==> src/rtl/des_pkg.sv <==
// Shared DES key-schedule definitions: shift schedule, PC-2 selection table, FSM encoding.
package des_pkg;

  localparam int KEY_W    = 56;
  localparam int HALF_W   = 28;
  localparam int SUBKEY_W = 48;
  localparam int NROUNDS  = 16;

  typedef enum logic [1:0] {
    IDLE = 2'd0,
    RUN  = 2'd1,
    DONE = 2'd2
  } state_t;

  // Bit i is set when LS[i+1] is a double shift (LS = 1,1,2,2,2,2,2,2,1,2,2,2,2,2,2,1).
  localparam logic [NROUNDS-1:0] LS_TWO = 16'h7EFC;

  // PC-2 source positions, 1-based with bit 1 as the MSB of C||D.
  localparam int PC2_TAB [SUBKEY_W] = '{
    14, 17, 11, 24,  1,  5,  3, 28, 15,  6, 21, 10,
    23, 19, 12,  4, 26,  8, 16,  7, 27, 20, 13,  2,
    41, 52, 31, 37, 47, 55, 30, 40, 51, 45, 33, 48,
    44, 49, 39, 56, 34, 53, 46, 42, 50, 36, 29, 32
  };

  function automatic logic [HALF_W-1:0] rotl(input logic [HALF_W-1:0] x, input logic two);
    return two ? {x[HALF_W-3:0], x[HALF_W-1:HALF_W-2]} : {x[HALF_W-2:0], x[HALF_W-1]};
  endfunction

  function automatic logic [HALF_W-1:0] rotr(input logic [HALF_W-1:0] x, input logic two);
    return two ? {x[1:0], x[HALF_W-1:2]} : {x[0], x[HALF_W-1:1]};
  endfunction

endpackage

==> src/rtl/des_pc2.sv <==
// DES permuted choice 2: selects 48 of the 56 C||D bits to form a round subkey.
module des_pc2
  import des_pkg::*;
(
  input  logic [KEY_W-1:0]    cd,
  output logic [SUBKEY_W-1:0] subkey
);

  for (genvar g = 0; g < SUBKEY_W; g++) begin : g_bit
    assign subkey[SUBKEY_W-1-g] = cd[KEY_W - PC2_TAB[g]];
  end

  // PC-2 discards positions 9,18,22,25,35,38,43,54.
  logic unused_bits;
  assign unused_bits = ^{cd[47], cd[38], cd[34], cd[31], cd[21], cd[18], cd[13], cd[2]};

endmodule

==> src/rtl/des_key_schedule.sv <==
// Sequential DES subkey generator: streams K1..K16 (encrypt) or K16..K1 (decrypt) over a valid/ready handshake.
module des_key_schedule
  import des_pkg::*;
(
  input  logic                clk,
  input  logic                rst,
  input  logic                start,
  input  logic                e,
  input  logic [KEY_W-1:0]    k,
  output logic [SUBKEY_W-1:0] subkey,
  output logic                subkey_valid,
  input  logic                subkey_ready,
  output logic [3:0]          round,
  output logic                busy,
  output logic                done
);

  state_t            state;
  logic              enc;
  logic [HALF_W-1:0] c, d;
  logic [3:0]        ls_idx;
  logic              shift_two;

  // Encrypt advances to LS[round+2]; decrypt undoes LS[16-round] to step back one round.
  assign ls_idx    = enc ? round + 4'd1 : 4'd15 - round;
  assign shift_two = LS_TWO[ls_idx];

  always_ff @(posedge clk) begin
    if (rst) begin
      state        <= IDLE;
      enc          <= 1'b0;
      c            <= '0;
      d            <= '0;
      round        <= 4'd0;
      subkey_valid <= 1'b0;
      busy         <= 1'b0;
      done         <= 1'b0;
    end else begin
      done <= 1'b0;
      case (state)
        IDLE: begin
          if (start) begin
            enc          <= e;
            round        <= 4'd0;
            subkey_valid <= 1'b1;
            busy         <= 1'b1;
            state        <= RUN;
            // Decrypt starts from C0||D0, which equals C16||D16 since the shifts total 28.
            if (e) begin
              c <= rotl(k[KEY_W-1:HALF_W], 1'b0);
              d <= rotl(k[HALF_W-1:0], 1'b0);
            end else begin
              c <= k[KEY_W-1:HALF_W];
              d <= k[HALF_W-1:0];
            end
          end
        end
        RUN: begin
          if (subkey_ready) begin
            if (round == 4'd15) begin
              subkey_valid <= 1'b0;
              done         <= 1'b1;
              state        <= DONE;
            end else begin
              round <= round + 4'd1;
              if (enc) begin
                c <= rotl(c, shift_two);
                d <= rotl(d, shift_two);
              end else begin
                c <= rotr(c, shift_two);
                d <= rotr(d, shift_two);
              end
            end
          end
        end
        DONE: begin
          busy  <= 1'b0;
          state <= IDLE;
        end
        default: state <= IDLE;
      endcase
    end
  end

  des_pc2 u_pc2 (
    .cd     ({c, d}),
    .subkey (subkey)
  );

endmodule
==> config.mk <==
export PLATFORM = sky130hd
export DESIGN_NAME = des_key_schedule
export DESIGN_NICKNAME = d
export VERILOG_FILES = /design/src/rtl/des_pkg.sv /design/src/rtl/des_pc2.sv /design/src/rtl/des_key_schedule.sv
export SDC_FILE = /design/constraint.sdc
export NUM_CORES = 1
export LEC_CHECK = 0
export CORE_ASPECT_RATIO = 0.6
export CORE_MARGIN = 2
export CORE_UTILIZATION = 45
export DETAILED_ROUTE_END_ITERATION = 12
export HOLD_SLACK_MARGIN = 0.03
export PLACE_DENSITY = 0.83
export SLEW_MARGIN = 20
export SYNTH_ARGS = -nofsm -noshare
export SYNTH_HDL_FRONTEND = slang
export SYNTH_SLANG_ARGS = --single-unit
==> constraint.sdc <==
create_clock -name clk -period 2.1 [get_ports clk]
set_clock_uncertainty 0.05 [all_clocks]
set_input_delay 0.315 -clock clk [delete_from_list [all_inputs] [get_ports clk]]
set_output_delay 0.315 -clock clk [all_outputs]
set_load 0.01 [all_outputs]
Word-level counts from Yosys, hierarchy flattened
Memory sizes are Yosys's and may differ from the RTL's.
Index checks and enable logic that the tools add are counted.
{"block": "totals", "input_bits": 61, "wordCells": 62, "memories": 1, "romBits": 16, "reg_bits": 66}
{"name": "(name not given)", "words": 16, "width": 1, "rd": 1, "rd_ports_with_merged_regs": 0, "write_ports": 0, "line": "des_key_schedule.sv:26", "text": "assign shift_two = LS_TWO[ls_idx];"}
{"block": "op_classes", "addsub": 2, "reduce_logical": 9, "bitwise_logic": 2, "muxes": 32, "magnitude_cmp": 1, "n_eq_ne": 7}
{"operator": "28-bit two-way mux", "n": 14}
{"operator": "28-bit case mux with 2 select lines", "n": 2}
{"operator": "4-bit two-way mux", "n": 4}
{"operator": "2-bit inequality test, second input constant", "n": 4}
{"operator": "4-bit case mux with 2 select lines", "n": 1}
{"operator": "4-bit AND reduction", "n": 2}
{"operator": "2-bit two-way mux", "n": 3}
{"operator": "4-bit by 5-bit less-than comparator with 1-bit output, second input constant", "n": 1}
{"operator": "1-bit two-way mux", "n": 5}
{"operator": "4-bit by 1-bit adder with 4-bit output, second input constant", "n": 1}
{"operator": "4-bit equality test, second input constant", "n": 1}
{"operator": "1-bit case mux with 2 select lines", "n": 2}
{"operator": "2-bit case mux with 2 select lines", "n": 1}
{"operator": "2-bit AND reduction", "n": 2}
{"operator": "2-bit nonzero test", "n": 2}
{"operator": "4-bit subtractor, first input constant", "n": 1}
{"operator": "3-bit AND reduction", "n": 1}
{"operator": "3-bit OR reduction", "n": 1}
{"operator": "2-bit by 1-bit equality test with 1-bit output, second input constant", "n": 1}
{"operator": "2-bit equality test, second input constant", "n": 1}
{"operator": "2-bit logical NOT", "n": 1}
{"operator": "1-bit NOT", "n": 2}

Depth between registers and ports, before layout
Gate-level depths: netlist (run 1).
{"block": "depth", "ltp_word": 9, "depth_mapped": 10, "depth_no_buf": 8}

By module
Synthesis (run 1) repeated with hierarchy kept, for this count alone.
{"block": "hier_totals", "hier_cells": 796, "hier_area_um2": 5718.0}
{"module": "des_key_schedule", "instances": 1, "seq_area_each_um2": 1321.3, "area_each_um2": 5357.6, "cells_per_inst": 748}
{"module": "des_pc2", "instances": 1, "seq_area_each_um2": 0.0, "area_each_um2": 360.3, "cells_per_inst": 48}

Worst setup path after synthesis (run 1)
Ideal clock, no wire load.
{"block": "synth_timing", "path_type": "register to register", "start": "reg round[1]", "end": "reg c[0]", "path_buffers": 2, "t_arrival_ns": 1.961, "slack_ns": -0.030, "stages_incl_launch_ff": 11, "setup_time_ns": 0.119, "path_cell_list": "dfxtp_1 inv_1 ha_1 nand3_1 o21ai_1 a21o_1 mux2_4 buf_12 buf_12 mux2i_1 o21ai_1"}
{"block": "synth_via", "elab_chain_cells": 9}
{"element": "start: declaration", "line": "des_key_schedule.sv:13", "text": "output logic [3:0] round,"}
{"element": "start signal: assignment", "line": "des_key_schedule.sv:65", "text": "round <= round + 4'd1;"}
{"element": "4-bit subtractor / 4-bit by 1-bit adder with 4-bit output (equally long branches)", "line": "des_key_schedule.sv:25", "text": "assign ls_idx = enc ? round + 4'd1 : 4'd15 - round;"}
{"element": "4-bit two-way mux", "line": "des_key_schedule.sv:25"}
{"element": "memory 16 x 1 bit"}
{"element": "1-bit two-way mux (implied by the code)", "line": "des_key_schedule.sv:26"}
{"element": "28-bit two-way mux, on equally long branches", "line": "des_pkg.sv:31, des_pkg.sv:27"}
{"element": "28-bit two-way mux", "line": "des_key_schedule.sv:66", "text": "if (enc) begin"}
{"element": "28-bit two-way mux", "line": "des_key_schedule.sv:60", "text": "if (round == 4'd15) begin"}
{"element": "28-bit two-way mux", "line": "des_key_schedule.sv:59", "text": "if (subkey_ready) begin"}
{"element": "28-bit case mux with 2 select lines", "line": "des_key_schedule.sv:40", "text": "case (state)"}
{"element": "end signal: assignment", "line": "des_key_schedule.sv:50", "text": "c <= rotl(k[KEY_W-1:HALF_W], 1'b0);"}
{"element": "end signal: assignment", "line": "des_key_schedule.sv:67", "text": "c <= rotl(c, shift_two);"}
{"element": "end signal: assignment", "line": "des_key_schedule.sv:70", "text": "c <= rotr(c, shift_two);"}
{"element": "end: declaration", "line": "des_key_schedule.sv:20", "text": "logic [HALF_W-1:0] c, d;"}
Parallel ways exist; a longest one is shown, timed or not. The select of a mux whose other input is x is not followed.
A chain may end at the register's enable or synchronous reset.

Final worst setup path (run 1)
{"block": "layout_timing", "start": "reg round[0]", "end": "reg d[6]"}
{"block": "layout_via", "elab_chain_cells": 9}
{"element": "4-bit subtractor / 4-bit by 1-bit adder with 4-bit output (equally long branches)", "line": "des_key_schedule.sv:25"}
{"element": "4-bit two-way mux", "line": "des_key_schedule.sv:25"}
{"element": "memory 16 x 1 bit"}
{"element": "1-bit two-way mux (implied by the code)", "line": "des_key_schedule.sv:26"}
{"element": "28-bit two-way mux, on equally long branches", "line": "des_pkg.sv:31, des_pkg.sv:27"}
{"element": "28-bit two-way mux", "line": "des_key_schedule.sv:66"}
{"element": "28-bit two-way mux", "line": "des_key_schedule.sv:60"}
{"element": "28-bit two-way mux", "line": "des_key_schedule.sv:59"}
{"element": "28-bit case mux with 2 select lines", "line": "des_key_schedule.sv:40"}
{"element": "end signal: assignment", "line": "des_key_schedule.sv:51", "text": "d <= rotl(k[HALF_W-1:0], 1'b0);"}
{"element": "end signal: assignment", "line": "des_key_schedule.sv:68", "text": "d <= rotl(d, shift_two);"}
{"element": "end signal: assignment", "line": "des_key_schedule.sv:71", "text": "d <= rotr(d, shift_two);"}
{"element": "end: declaration", "line": "des_key_schedule.sv:20"}
Parallel ways exist; a longest one is shown, timed or not. The select of a mux whose other input is x is not followed.

==> results of run 1 <==
final cells by class:
type / instances / area (um2)
fill: 1119 / 5220
multi-input combinational: 619 / 3700
timing repair buffer: 134 / 1460
sequential: 66 / 1320
clock buffer: 11 / 253
tap: 165 / 206
clock inverter: 3 / 40.0
inverter: 3 / 11.3
metrics by stage:
| stage | std cells | TNS [ps] | hold slack, ps | util |
|---|---|---|---|---|
| after floorplan | 796 | 0 | 443 | - |
| after global placement | 984 | 0 | 440 | 0.541 |
| after detailed placement | 984 | 0 | 446 | 0.541 |
| after CTS | 998 | 0 | 459 | 0.565 |
| after global routing | 1001 | -10.1 | 472 | 0.572 |
| final | 1001 | 0 | 464 | 0.572 |
power groups by stage:
stage | clock network, uW | registers (uW) | logic [uW]
after global routing | 1600 | 1520 | 1380
after CTS | 1540 | 1500 | 1220
final | 1520 | 1500 | 1270
after global placement | 0 | 1520 | 1190
after floorplan | 0 | 1480 | 912
after detailed placement | 0 | 1520 | 1220
cell usage in the layout (no fill, tap or decap), drive strengths merged, types with 2 or more instances in the layout:
| cell | count |
|---|---|
| clkdlybuf4s50 | 114 |
| ha | 2 |
| clkinv | 2 |
| nor2 | 69 |
| nor2b | 3 |
| buf | 17 |
| dfxtp | 66 |
| a21o | 2 |
| nand2 | 65 |
| nand2b | 57 |
| and2 | 2 |
| a21oi | 174 |
| nand3 | 4 |
| mux2i | 111 |
| o21ai | 60 |
| inv | 3 |
| nor3 | 58 |
| clkbuf | 14 |
| mux2 | 2 |
state kept, by name (all words and copies together), names as in the netlist:
name          flops
enc               1
subkey_valid      1
c                28
round             4
state             2
busy              1
d                28
done              1
what timing repair did:
| item | 4_1_cts | 5_1_grt |
|---|---|---|
| endpoints found under the setup margin | 0 | 36 |
| endpoints found under the hold margin | 0 | 0 |
| gates resized for setup | 0 | 2 |
metal layers:
layer  GRT usage  routed length (um)  share of wire
met1       0.351                8340           0.53
met3      0.0497                1110          0.071
met5           0                   0              0
met4      0.0333                  80         0.0051
met2       0.305                6060           0.39
worst paths after layout:
| path | slack, ps | depth (start not counted) | end |
|---|---|---|---|
| worst max-delay path | 100 | 7 | d[6] |
| worst min-delay path | 460 | 2 | busy |
| worst max register to register | 100 | 7 | d[6] |
| worst min register to register | 460 | 2 | busy |
cells by family (layout without fill, tap and decap cells):
logic type	after synthesis	in the layout
buffers and inverters	111	151
DFF	66	66
xor gates and xnor gates	1	1
AOI/OAI and AO/OA	240	240
and+or+nand+nor	263	263
adders and majority gates	2	2
muxes	113	113
critical path, stage by stage, from the launching register on:
cell and delay [ps]:
dfxtp_1 420, buf_4 180, nand3_4 80, nand2_2 100, xor2_2 160, mux2_4 410
mux2_4 320, o31ai_2 200
==> summary.md, run 1 <==
| Metric | Value |
|---|---|
| Outcome | `complete, no violations` |
| Cell-internal power | `2970 uW` |
| Tmin final | `2000 ps` |
| Worst IR Drop VDD | `417 uV` |
| ANT nets after route | `0` |
| Count leader, synth | `a21oi_1` |
| Async SR Flop Fraction | `0` |
| Yosys warning count | `0` |
| Ranking of synthesized cells by area | `dfxtp_1, mux2i_1, a21oi_1` |
| Starting Density | `0.468` |
| Hold Crit Start | `busy` |
| DP Area | `6610 um2` |
| CTS Buffer Depth | `2` |
| Compound-Gate Fraction of Synth Area | `0.215` |
| Class of the worst hold path | `reg -> reg` |
| Final Max Slew Viols | `0` |
| Port buffer count | `115` |
| Cell area after synthesis | `5720 um2` |
| Detailed Route WL | `15600 um` |
| # rows | `31` |
| Post-DP HPWL | `10700 um` |
| Synth area leader | `dfxtp_1` |
| Worst slew margin | `0.733` |
| Syn-to-layout area delta | `22.3%` |
| Clk root buf | `clkbuf_16` |
| Hold Fails Final Rpt | `0` |
| Post-Synth XOR/XNOR Area | `0.00284` |
| Worst path arrival time | `2200 ps` |
| IO Count | `116` |
| Commonest register cell after synthesis | `dfxtp_1` |
| Per-cell routed wire length | `15.6 um` |
| Drt drc | `0` |
| Die area | `13700 um2` |
| TritonCTS clock tree | `done` |
| # diodes | `0` |
| Clock Sink Count | `66` |
| Overflow after GRT | `0` |
| H-tree Lvls | `3` |
| Vias per cell | `5.49` |
| Skew-Pair Late Insertion Delay | `330 ps` |
| Initial antenna violation count | `0` |
| Drt pass-1 iters | `5` |
| Synth top cells by count | `a21oi_1, mux2i_1, nor2_1, dfxtp_1, nand2_1` |
| Final setup margin | `99.7 ps` |
| Fin nets | `896` |
| Comb pwr share | `0.296` |
| Final Cell Area | `6990 um2` |
| CP Capture Type | `flop` |
| GPL Wtd Cong | `0.829` |
| Largest net degree at the start of global routing | `114` |
| PD cells | `614 nW/um2` |
| Post-synth top area share | `0.231` |
| Largest family of logic cells by synthesized area | `simple AND/OR/NAND/NOR gates` |
| Synth cell types | `37` |
| Total number of vias | `5499` |
| Multiplexer share of the synthesized area | `0.200` |
| Sw Pwr | `1330 uW` |
| # hold bufs at CTS | `0` |
| Number of buffers created by CTS | `9` |
| CP startpoint | `round[0]` |
| Seq pwr share | `0.350` |
| Max_cap viols | `0` |
| Setup-failing EPs final | `0` |
| EDFF count, synth | `0` |
| Avg Cell Area, Syn | `7.18 um2` |
| Switching Fraction | `0.309` |
| Synth Register Bits | `66` |
| Fin crit share | `0.953` |
| Clk pwr share | `0.354` |
| Tot Pwr | `4290 uW` |
| Register clock-pin slew on the reported worst setup and hold paths | `50 ps` |
| Core Area | `12200 um2` |
| First-pass GRT wire length | `24800 um` |
| RR Startpoint | `round[0]` |
| CP required | `2300 ps` |
| Die Y-Extent | `91.3 um` |
| Die width | `150 um` |
| Crit path kind | `reg -> reg` |
| Pre-CTS setup slack | `72.9 ps` |
| Synth Area in Simple Gates | `0.219` |
| DRT iter0 DRCs | `437` |
| Fmax achieved | `500 MHz` |
| Layout cells sized above 1 | `0.0598` |
| Sequential share of the synthesized area | `0.231` |
| Cell leakage power | `0.00265 uW` |
| Startpoint Class | `flop` |
| Net count after synthesis | `859` |
| Vias in the first global route | `4935` |
| Post-CTS setup repair buffer count | `0` |
| GRT Overall Usage | `0.222` |
| Worst-path maximum fanout | `6` |
| Post-Synth Adder-Cell Area | `0.00438` |
| Post-Syn Instances | `796` |
| Slew @ Worst Pin | `400 ps` |
No activity file was read; power rests on OpenSTA's default activity.
==> inputs of run 2 (changes only) <==
--- a/config.mk
+++ b/config.mk
@@ -5,13 +5,15 @@
 export SDC_FILE = /design/constraint.sdc
 export NUM_CORES = 1
 export LEC_CHECK = 0
+export ABC_CLOCK_PERIOD_IN_PS = 2100
 export CORE_ASPECT_RATIO = 0.6
 export CORE_MARGIN = 2
 export CORE_UTILIZATION = 45
 export DETAILED_ROUTE_END_ITERATION = 12
 export HOLD_SLACK_MARGIN = 0.03
 export PLACE_DENSITY = 0.83
-export SLEW_MARGIN = 20
+export REMOVE_ABC_BUFFERS = 1
+export SLEW_MARGIN = 0
 export SYNTH_ARGS = -nofsm -noshare
 export SYNTH_HDL_FRONTEND = slang
 export SYNTH_SLANG_ARGS = --single-unit
==> run 2 against run 1 <==
Clock power rose by 14%. Critical path depth rose by 2. Critical endpoint is now d[19]. Non-clock buffer count rose by 6.
==> summary.md, run 2 (synthesis gave the netlist of run 1 again) <==
| Metric | Value |
|---|---|
| Seq pwr share | `0.328` |
| Tmin final | `2030 ps` |
| Detailed Route WL | `16300 um` |
| Die Y-Extent | `91.3 um` |
| Most used routing layer | `met1` |
| Cells along the critical path | `inv_1 > ha_4 > nand3_1 > o21ai_1 > a21o_1 > mux2_4 > clkbuf_16 > mux2i_1 > o21ai_1` |
| Cell leakage power | `0.00271 uW` |
| Delay-heaviest family, CP | `multiplexers` |
| Most frequent cells in the layout | `a21oi_1, clkdlybuf4s50_1, mux2i_1, nor2_1, dfxtp_1` |
| Total number of vias | `5744` |
| IO Count | `116` |
| Crit path kind | `reg -> reg` |
| Overflow after GRT | `0` |
| Vias per cell | `5.69` |
| Register clock-pin slew on the reported worst setup and hold paths | `60 ps` |
| Worst slew margin | `0.740` |
| Clk pwr share | `0.380` |
| Met2 Use GR | `0.323` |
| Starting Density | `0.468` |
| Crit path max-delay cell type | `mux2_4` |
| First-pass GRT wire length | `25800 um` |
| Regs by FF count | `c x28, d x28, round x4` |
| Die area | `13700 um2` |
| Setup-failing EPs final | `0` |
| PD cells | `639 nW/um2` |
| Clk root buf | `clkbuf_16` |
| Final Max Slew Viols | `0` |
| Worst IR Drop VDD | `422 uV` |
| TritonCTS clock tree | `done` |
| Tot Pwr | `4590 uW` |
| Cell-internal power | `3200 uW` |
| Fin nets | `903` |
| H-tree Lvls | `3` |
| Worst-path maximum fanout | `6` |
| # rows | `31` |
| Switching Fraction | `0.303` |
| Per-cell routed wire length | `16.1 um` |
| Startpoint Class | `flop` |
| GRT Overall Usage | `0.228` |
| Hold Fails Final Rpt | `0` |
| WP buf/inv | `2` |
| CP peak stage delay | `360 ps` |
| Comb pwr share | `0.292` |
| Number of buffers created by CTS | `9` |
| Largest net degree at the start of global routing | `113` |
| GPL Wtd Cong | `0.852` |
| Placed cells | `987` |
| ANT nets after route | `0` |
| Port buffer count | `115` |
| Fin crit share | `0.964` |
| Drt drc | `0` |
| CP Capture Type | `flop` |
| Fillers | `1129` |
| DRT iter0 DRCs | `542` |
| R2R setup slack | `70 ps` |
| Skew-Pair Late Insertion Delay | `330 ps` |
| Core Area | `12200 um2` |
| CP required | `2260 ps` |
| # diodes | `0` |
| Layout cells sized above 1 | `0.0722` |
| Crit-path most repeated cell | `o21ai_1` |
| M1 GR Usage | `0.344` |
| Worst path arrival time | `2190 ps` |
| Post-DP HPWL | `11200 um` |
| Final Non-Filler Cells | `1010` |
| GRT met3 Usage | `0.0558` |
| Max_cap viols | `0` |
| Class of the worst hold path | `reg -> reg` |
| Initial antenna violation count | `0` |
| Vias in the first global route | `5111` |
| CTS Buffer Depth | `2` |
| Sw Pwr | `1390 uW` |
| Commonest non-fill, non-tap cell in the layout | `a21oi_1` |
| Fmax achieved | `494 MHz` |
| RSZ-0062 raised after global routing | `false` |
| Syn-to-layout area delta | `25.6%` |
| Slew @ Worst Pin | `389 ps` |
| Outcome | `complete, no violations` |
| Clock Sink Count | `66` |
| Drt pass-1 iters | `6` |
| Die width | `150 um` |
-- run 2: cell count changes in the layout (fill, tap and decap cells not counted), moves of 2 or more --
cell | previous run | this run
buf_6 | 0 | 3
mux2i_1 | 111 | 108
mux2i_2 | 0 | 2
clkbuf_8 | 2 | 0
bufinv_16 | 1 | 3
clkbuf_1 | 0 | 2
-- run 2: final cells by class --
class                           count  area [um2]  area share
Inverter                            3        11.3     0.00157
Clock buffer                       11         233      0.0324
Clock inverter                      5         103      0.0143
Multi-Input combinational cell    620        3750       0.523
Tap cell                          165         206      0.0287
Sequential cell                    66        1320       0.184
Timing Repair Buffer              140        1550       0.216
-- run 2: repair_timing --
action,in CTS,in global routing
resized for setup,0,12
hold buffers,0,0
endpoints found under the setup margin,0,53
buffers inserted,0,0
-- run 2: final timing paths --
| check | start | end | depth (start not counted) |
|---|---|---|---|
| min reg2reg | busy | busy | 2 |
| max reg2reg | round[1] | d[19] | 9 |
| max | round[1] | d[19] | 9 |
| min | busy | busy | 2 |
-- run 2: metrics by stage --
step	TNS, ps	hold slack [ps]	utilization	cell area [um2]	setup slack [ps]
after floorplan	-74270	334	-	5000	-1490
after global placement	0	429	0.544	6650	100
after detailed placement	0	439	0.544	6650	35.1
after CTS	0	448	0.571	6980	26.6
after global routing	0	490	0.588	7180	2.21
final	0	445	0.588	7180	74.8
-- run 2: routing by layer --
layer  part of all wire  vias to the layer above
li1                   -                     2861
met3              0.085                       13
met5                  0                        -
met1               0.50                     2647
met2               0.41                      223
met4             0.0079                        0
-- run 2: power by group through the flow --
stage          combinational (uW)  clock (uW)  sequential (uW)
2_1_floorplan                 619           0             1550
3_5_place_dp                 1220           0             1530
6_report                     1340        1740             1500
3_3_place_gp                 1190           0             1520
5_1_grt                      1450        1810             1520
4_1_cts                      1230        1770             1500
-- run 2: worst reg2reg max path, delay by kind of cell, from the launching register on --
family,cells,cell delay (ps)
flip-flops,1,350
buffers and inverters,2,300
multiplexers,2,530
AO/OA/AOI/OAI,3,360
AND/OR/NAND/NOR,1,70
adder cells (fa/ha/maj),1,240
==> inputs of run 3 (changes only) <==
--- a/config.mk
+++ b/config.mk
@@ -6,12 +6,15 @@
 export NUM_CORES = 1
 export LEC_CHECK = 0
 export ABC_CLOCK_PERIOD_IN_PS = 2100
+export CELL_PAD_IN_SITES_DETAIL_PLACEMENT = 1
+export CELL_PAD_IN_SITES_GLOBAL_PLACEMENT = 1
 export CORE_ASPECT_RATIO = 0.6
-export CORE_MARGIN = 2
-export CORE_UTILIZATION = 45
+export CORE_MARGIN = 4
+export CORE_UTILIZATION = 34
+export CTS_CLUSTER_SIZE = 24
 export DETAILED_ROUTE_END_ITERATION = 12
 export HOLD_SLACK_MARGIN = 0.03
-export PLACE_DENSITY = 0.83
+export PLACE_DENSITY = 0.87
 export REMOVE_ABC_BUFFERS = 1
 export SLEW_MARGIN = 0
 export SYNTH_ARGS = -nofsm -noshare
==> run 3 against run 2 <==
Sequential share of layout area down 0.091 points. Via count down 0.59%. Die area increased by 39%. Non-clock buffer count up 3. Critical endpoint is now d[6].
==> summary.md, run 3 (synthesis gave the netlist of run 1 again) <==
| Metric | Value |
|---|---|
| Overflow after GRT | `0` |
| Fillers | `1992` |
| Vias in the first global route | `5833` |
| Starting Density | `0.350` |
| Crit path max-delay cell type | `mux2_4` |
| Largest net degree at the start of global routing | `113` |
| GRT met3 Usage | `0.0604` |
| GRT Overall Usage | `0.197` |
| Placed cells | `1056` |
| Met2 Use GR | `0.294` |
| Commonest non-fill, non-tap cell in the layout | `a21oi_1` |
| Slew @ Worst Pin | `406 ps` |
| Tmin final | `2050 ps` |
| Most frequent cells in the layout | `a21oi_1, clkdlybuf4s50_1, mux2i_1, nor2_1, dfxtp_1` |
| First-pass GRT wire length | `30700 um` |
| Port buffer count | `115` |
| Die width | `175 um` |
| Worst slew margin | `0.730` |
| Register clock-pin slew on the reported worst setup and hold paths | `60 ps` |
| Drt pass-1 iters | `4` |
| CTS Buffer Depth | `2` |
| Setup-failing EPs final | `0` |
| Crit path kind | `reg -> reg` |
| Die Y-Extent | `108 um` |
| Skew-Pair Late Insertion Delay | `330 ps` |
| Hold EP | `subkey_valid` |
| CP peak stage delay | `360 ps` |
| CP Capture Type | `flop` |
| Startpoint Class | `flop` |
| Number of buffers created by CTS | `9` |
| H-tree Lvls | `3` |
| Per-cell routed wire length | `18.1 um` |
| Vias per cell | `5.31` |
| IO Count | `116` |
| Layout cells sized above 1 | `0.0732` |
| Initial antenna violation count | `0` |
| Worst hold path cell count | `2` |
| Outcome | `complete, no violations` |
| Final Non-Filler Cells | `1075` |
| ANT nets after route | `0` |
| Regs by FF count | `c x28, d x28, round x4` |
| Fmax achieved | `488 MHz` |
| Crit-path most repeated cell | `mux2_4` |
| Drt drc | `0` |
| Worst IR Drop VDD | `384 uV` |
| Worst-path maximum fanout | `6` |
| PD cells | `602 nW/um2` |
| Worst path arrival time | `2240 ps` |
| CP startpoint | `round[1]` |
| Core Area | `16400 um2` |
| Max_cap viols | `0` |
| Hold Crit Start | `subkey_valid` |
| Class of the worst hold path | `reg -> reg` |
| Detailed Route WL | `19500 um` |
| Fin crit share | `0.976` |
| Post-DP HPWL | `13700 um` |
| Clock Sink Count | `66` |
| M1 GR Usage | `0.284` |
| Syn-to-layout area delta | `26.3%` |
| GPL Wtd Cong | `0.835` |
| Pre-CTS setup slack | `26.1 ps` |
| Total number of vias | `5710` |
| Cell leakage power | `0.00270 uW` |
| Hold Fails Final Rpt | `0` |
| Multi-input gate area | `3740 um2` |
| Reg-to-reg endpoint | `d[6]` |
| Most used routing layer | `met2` |
| Final setup margin | `51.0 ps` |
| RR Startpoint | `round[1]` |
| Fin nets | `905` |
| CP required | `2290 ps` |
| DRT iter0 DRCs | `333` |
| # rows | `36` |
| Final Max Slew Viols | `0` |
| TritonCTS clock tree | `done` |
| Setup TNS | `0 ps` |
| # diodes | `0` |
| Register Area | `1330 um2` |
| Clk root buf | `clkbuf_16` |
| R2R cell count | `8` |
| R2R setup slack | `50 ps` |
| Cells along the critical path | `inv_1 > ha_4 > nand3_1 > o21ai_1 > a21o_1 > mux2_4 > mux2_4 > o31ai_4` |
| Die area | `19000 um2` |
run 3: worst max-delay path by stage:
| stage | end | slack, ps | depth (start not counted) |
|---|---|---|---|
| final | d[6] | 50 | 8 |
| after global routing | d[6] | -30 | 8 |
| after CTS | c[10] | 20 | 9 |
| after detailed placement | c[10] | 30 | 9 |
| after global placement | c[11] | 80 | 7 |
| after floorplan | d[6] | -1490 | 6 |
run 3: critical path, delay by kind of cell, from the launching register on:
family          cells  cell delay [ps]
mux                 2              700
compound gates      3              480
flops               1              320
fa+ha+maj           1              220
buf+inv             1              100
simple gates        1               90
run 3: stage by stage:
step | utilization | hold slack [ps] | cell area, um2 | total power, uW
final | 0.442 | 451 | 7220 | 4350
after global routing | 0.442 | 502 | 7220 | 4570
after CTS | 0.434 | 454 | 7100 | 4320
after detailed placement | 0.417 | 441 | 6820 | 2830
after global placement | 0.417 | 434 | 6820 | 2790
after floorplan | - | 334 | 5000 | 2170
run 3: per-layer routing:
layer  up-vias  routed length, um
li1       2854                  -
met1      2695               9870
met2       151               8320
met3        10               1170
met4         0                119
met5         -                  0
run 3: cell type report:
class                           instances  share of cell area
Multi-Input combinational cell        619               0.517
Clock inverter                          2             0.00139
Clock buffer                           14              0.0379
Tap cell                              228              0.0395
Timing Repair Buffer                  143               0.219
Inverter                                3             0.00156
Sequential cell                        66               0.183
run 3: power breakdown:
part           switching, uW  internal [uW]
combinational            686            672
sequential               152           1360
clock                    585            895
run 3: timing repair:
| item | CTS | global route |
|---|---|---|
| buffers inserted | 0 | 1 |
| resized for setup | 0 | 11 |
| endpoints found under the setup margin | 0 | 56 |
| hold buffers | 0 | 0 |
